===== config.mk =====
export PLATFORM = sky130hd
export DESIGN_NAME = fir_filter
export DESIGN_NICKNAME = d
export VERILOG_FILES = /design/src/rtl/fir_filter.sv
export SDC_FILE = /design/constraint.sdc
export NUM_CORES = 2
export LEC_CHECK = 0
export CAP_MARGIN = 5
export CORE_ASPECT_RATIO = 0.9
export CORE_MARGIN = 2
export CORE_UTILIZATION = 45
export DETAILED_ROUTE_END_ITERATION = 6
export PLACE_DENSITY = 0.72
export SLEW_MARGIN = 25
export SYNTH_ARGS = -nofsm -noshare
export SYNTH_HDL_FRONTEND = slang
export SYNTH_SLANG_ARGS = --single-unit

===== constraint.sdc =====
create_clock -name clk_i -period 12.26 [get_ports clk_i]
set_input_delay 1.226 -clock clk_i [delete_from_list [all_inputs] [get_ports clk_i]]
set_output_delay 1.226 -clock clk_i [all_outputs]
set_load 0.03 [all_outputs]

===== src/rtl/fir_filter.sv =====
// 16-tap fixed-coefficient direct-form FIR low-pass filter.
// Bit-exact full-precision output registered one cycle after the delay line.
module fir_filter #(
  parameter int unsigned TAPS = 16,
  parameter int unsigned DW   = 16,
  parameter int unsigned OW   = 32
) (
  input  logic                 clk_i,
  input  logic                 rst_i,
  input  logic                 valid_i,
  input  logic signed [DW-1:0] data_i,
  output logic signed [OW-1:0] data_o
);

  localparam int unsigned HALF = TAPS / 2;
  localparam int unsigned PW   = DW + 1;

  localparam logic signed [15:0] COEF [TAPS] = '{
    -16'sd12,  -16'sd30,   16'sd0,    16'sd120,
     16'sd330,  16'sd600,  16'sd850,  16'sd1000,
     16'sd1000, 16'sd850,  16'sd600,  16'sd330,
     16'sd120,  16'sd0,   -16'sd30,  -16'sd12
  };

  logic signed [DW-1:0] x [TAPS];
  logic signed [OW-1:0] acc;
  logic signed [PW-1:0] pre;
  logic signed [OW-1:0] prod;

  // Symmetric pre-add halves the multiplier count; widths keep it exact.
  always_comb begin
    acc  = '0;
    pre  = '0;
    prod = '0;
    for (int i = 0; i < int'(HALF); i++) begin
      pre  = PW'(x[i]) + PW'(x[TAPS-1-i]);
      prod = OW'(pre) * OW'(COEF[i]);
      acc  = acc + prod;
    end
  end

  always_ff @(posedge clk_i) begin
    if (rst_i) begin
      for (int k = 0; k < int'(TAPS); k++) begin
        x[k] <= '0;
      end
      data_o <= '0;
    end else begin
      if (valid_i) begin
        x[0] <= data_i;
        for (int k = 1; k < int'(TAPS); k++) begin
          x[k] <= x[k-1];
        end
      end
      data_o <= acc;
    end
  end

endmodule


# Word-level counts from Yosys, hierarchy flattened
# Memory sizes are Yosys's and may differ from the RTL's.
# Cells that the tools add are included.
totals:
  register_bits: 32
  latch_bits: 0
  ramBits: 256
  mem_bits_ro: 0
  input_bits: 19
  elab_cells: 59
  n_memories: 1
mem_list:
  columns: ["name", "words", "word_bits", "read_ports", "rd_ports_with_merged_regs", "wr", "line_no", "source"]
  rows:
  - ["x", 16, 16, 16, 0, 16, "25", "logic signed [DW-1:0] x [TAPS];"]
op_classes:
  n_addsub: 13
  mul: 7
  n_div: 0
  order_cmp: 0
  eq_ne: 0
  n_shift: 0
  n_mux: 21
  bitwise_logic: 16
  n_reduce_logical: 0
op_table:
  columns: ["operator", "n"]
  rows:
  - ["two-way mux 16 bit", 16]
  - ["adder 16 x 16 -> 17 bit", 7]
  - ["multiplier 17 x 8 -> 25 bit (second input constant)", 2]
  - ["multiplier 17 x 5 -> 22 bit (second input constant)", 2]
  - ["adder 30 x 28 -> 31 bit", 1]
  - ["adder 29 x 28 -> 30 bit", 1]
  - ["adder 28 x 28 -> 29 bit", 1]
  - ["adder 26 x 27 -> 28 bit", 1]
  - ["multiplier 17 x 10 -> 27 bit (second input constant)", 1]
  - ["adder 24 x 25 -> 26 bit", 1]
  - ["multiplier 17 x 9 -> 26 bit (second input constant)", 1]
  - ["adder 22 x 23 -> 24 bit", 1]
  - ["multiplier 17 x 3 -> 20 bit (second input constant)", 1]
  - ["OR 1 bit", 16]
  - ["two-way mux 1 bit", 5]

# Logic depth before layout (Yosys ltp)
# An unclocked memory read counts as a cell.
depth:
  ltp_word: 9
  mapped_depth: 46

# Worst setup path before layout
# Ideal clock, no wire load.
synth_path:
  kind: "register -> register"
  startpoint: "memory x[7][0] (netlist: x[0][112])"
  endpoint: "register data_o[30]"
  arrival_ns: 9.550
  path_slack_ns: 2.583
  path_stages_with_launch: 47
  path_buffers: 0
  path_cell_list: "edfxtp_1 -> ha_1 -> inv_1 -> fa_1 -> nor2b_1 -> o21ai_1 -> a21oi_1 -> o41ai_4 -> o21ai_1 -> o21a_1 -> nor2_1 -> xnor2_2 -> xor2_1 -> ha_1 -> inv_1 -> fa_1 -> inv_1 -> fa_1 -> [11 not listed] -> inv_1 -> fa_1 -> inv_1 -> fa_1 -> inv_1 -> fa_1 -> inv_1 -> ha_1 -> a21oi_1 -> o21ai_0 -> a41oi_1 -> a21oi_1 -> o31ai_1 -> a31oi_1 -> a41oi_1 -> a21boi_1 -> xor2_1 -> nor2_1"
synth_rtl:
  columns: ["item", "line_no", "source"]
  rows:
  - ["from (decl)", "25", null]
  - ["to (signal assigned)", "47", "data_o <= '0;"]
  - ["to (signal assigned)", "55", "data_o <= acc;"]
  - ["to (decl)", "12", "output logic signed [OW-1:0] data_o"]

==> summary.txt <==
Placed design
  – IO buf count: 49
  – Hpwl dp: 67400 um
  – GP Congestion: 0.971

STA
  – # setup viols final: 0
  – Final count of hold timing violations: 0
  – Worst slew margin: 0.248
  – Period utilization: 0.878
  – Fmax: 92.9 MHz
  – RSZ-0062 raised after global routing: false
  – Slew @ Worst Pin: 1.12 ns
  – Tmin final: 10.76 ns
  – Fin. max-slew vios: 0
  – Setup_tns: 0 ns
  – Worst Skew: 0.0360 ns

Floorplanning
  – Row cnt: 95
  – Initial Util: 0.456
  – Core Region: 74900 sq um
  – Die footprint: 78100 sq um
  – Die X: 294 um
  – Die span in y: 265 um
  – Top Ports: 51

Route
  – DR iter-0 viols: 1611
  – Via count: 23300
  – Routed wire length: 81000 um
  – Drt wl/cell: 18.1 um
  – DR pass1 iterations: 5
  – Post-route ant nets: 0
  – Via-to-Cell Ratio: 5.21
  – Remaining DRCs: 0

Clocking
  – Num CTS Buffers: 34
  – CTS clk-pin slew, worst paths: 0.06 ns
  – Htree depth: 2
  – Post-cts repair resize count: 0
  – Hold Buf Count CTS: 0
  – CTS tree: built
  – Root Buffer: clkbuf_16
  – Clk_lat worst skew: 0.56 ns
  – Longest Clk Path Bufs: 3
  – Clock sinks: 286
  – Post-CTS Setup Inserts: 0

Global routing
  – First-pass GRT wire length: 127000 um
  – Largest net degree at the start of global routing: 162
  – Total grt overflow: 0
  – Antenna violations before repair: 3
  – GRT Total Usage: 0.210
  – Vias in the first global route: 22800

Worst setup path
  – Max FO, Critical Path: 7
  – CP Class: reg -> reg
  – CP required: 12.66 ns
  – CP max stage delay: 0.58 ns
  – Worst setup SP type: flip-flop
  – CP max-delay cell: fa_1
  – Crit. End Element: flip-flop
  – CP arrival: 11.16 ns

Synthesis
  – Mapped Avg Cell Area: 10.0 sq um
  – Synth top area cells: edfxtp_1 (23%), fa_1 (20%), ha_1 (19%)
  – Post-synth top area share: 0.225
  – Async SR Flop Fraction: 0
  – Cell Area, Synth: 34100 sq um
  – Synthesized Nets: 4282
  – Post-synthesis sequential area ratio: 0.243
  – Unique cell type count in the Yosys netlist: 92
  – Top FF cell, synth: edfxtp_1
  – Seq cells post-synth: 286
  – Area leader, netlist: edfxtp_1
  – Syn Inst Count: 3412
  – Synth Warn #: 0
  – Post-synth EDFFs: 256

Finish
  – Final Core Density: 0.492
  – Final net count: 4341
  – Fraction of layout cells with a size suffix above 1: 0.0346
  – Diodes inserted: 0
  – Layout area overhead: 8.01%
  – # fillers: 6786

Min path
  – Hold WC Path Type: reg -> reg

Outcome
  – Status: completed

Flow run
  – Maxcap violations: 0
[layout make-up]
cell class / count / area (sq um) / area share
multi-input combinational: 2397 / 23100 / 0.627
sequential: 286 / 8290 / 0.225
inverter: 692 / 2600 / 0.0704
tap: 970 / 1210 / 0.0329
clock buffer: 47 / 941 / 0.0255
timing repair buffer: 60 / 596 / 0.0162
clock inverter: 14 / 121 / 0.00329
[synth_stat cells (6+ instances only)]
master    count
a211o_1       7
a211oi_1     21
a21boi_1      9
a21o_1       74
a21oi_1     143
a31oi_1      17
and2_1      166
and3_1       19
clkbuf_1     31
dfxtp_1      30
edfxtp_1    256
fa_1        333
ha_1        518
inv_1       691
mux2i_1       6
nand2_1      91
nand2b_1     32
nand3_1      39
nor2_1      162
nor2b_1     139
nor3_1       60
o211ai_1      6
o21a_1       31
o21ai_0      60
o21ai_1      37
o21bai_1     16
o31ai_1      10
or2_2        10
or3_1        17
xnor2_1     181
xor2_1       67
[flip-flops by register name (all words and copies together) (netlist names)]
register	cells
data_o	30
x	256
[cell usage in the layout (no fill, tap or decap), types with 10 or more instances in the layout]
cell | Yosys | final
edfxtp_1 | 256 | 256
a21o_1 | 74 | 74
clkbuf_16 | 0 | 35
o21bai_1 | 16 | 16
o31ai_1 | 10 | 10
o21ai_1 | 37 | 37
nand2_1 | 91 | 91
xnor2_1 | 181 | 181
a31oi_1 | 17 | 17
nor2_1 | 162 | 162
fa_1 | 333 | 333
nand2b_1 | 32 | 32
or3_1 | 17 | 17
and3_1 | 19 | 19
xor2_1 | 67 | 67
clkbuf_1 | 31 | 10
nor3_1 | 60 | 60
nor2b_1 | 139 | 138
inv_1 | 691 | 691
a211oi_1 | 21 | 21
o21ai_0 | 60 | 60
buf_4 | 2 | 10
a21oi_1 | 143 | 143
and2_1 | 166 | 166
nand3_1 | 39 | 39
o21a_1 | 31 | 31
dfxtp_1 | 30 | 30
clkdlybuf4s50_1 | 0 | 48
ha_1 | 518 | 518
[metrics by stage]
step                hold WS [ns]  std cells  cell area, sq um  worst slack [ns]
floorplan                  0.497       3412             34100              2.58
global placement           0.500       4404             35800              1.74
detailed placement         0.503       4404             35800              1.51
CTS                        0.514       4465             36900              1.48
global route               0.526       4466             36900             0.743
finish                     0.513       4466             36900              1.50
[kinds of logic (layout without fill, tap and decap cells)]
family | count (synthesis) | in the layout | synth area share
fa+ha+maj | 854 | 854 | 0.386
simple gates | 766 | 766 | 0.120
buf+inv | 729 | 813 | 0.0804
compound gates | 513 | 513 | 0.102
flops | 286 | 286 | 0.243
xor+xnor | 253 | 253 | 0.0660
mux | 10 | 10 | 0.00319
other cells | 1 | 1 | 0.000110
[worst max-delay path: cells and delay by family (launching register included)]
kind | cells | cell delay, ns
buf+inv | 7 | 0.33
xor+xnor | 4 | 1.09
simple gates | 3 | 0.24
flops | 1 | 0.43
compound gates | 18 | 3.48
fa+ha+maj | 11 | 5.04
[path summary, 6_finish.rpt]
check | start | endpoint | slack [ns] | cells past startpoint
setup / recovery | x[0][113] | data_o[30] | 1.50 | 43
hold / removal | x[0][211] | x[0][227] | 0.51 | 1
setup reg to reg | x[0][113] | data_o[30] | 1.50 | 43
hold reg to reg | x[0][211] | x[0][227] | 0.51 | 1
[metal layers]
layer / vias to the layer above / global-route usage / routed length [um]
met2: 495 / 0.318 / 34800
met5: - / 0 / 13
met4: 2 / 0.0587 / 2250
li1: 11400 / - / -
met1: 11300 / 0.311 / 39300
met3: 108 / 0.0307 / 4610
Power is left out: the tool's default activity adds up to more than one toggle a clock period on the data nets, which glitch-free logic cannot reach.
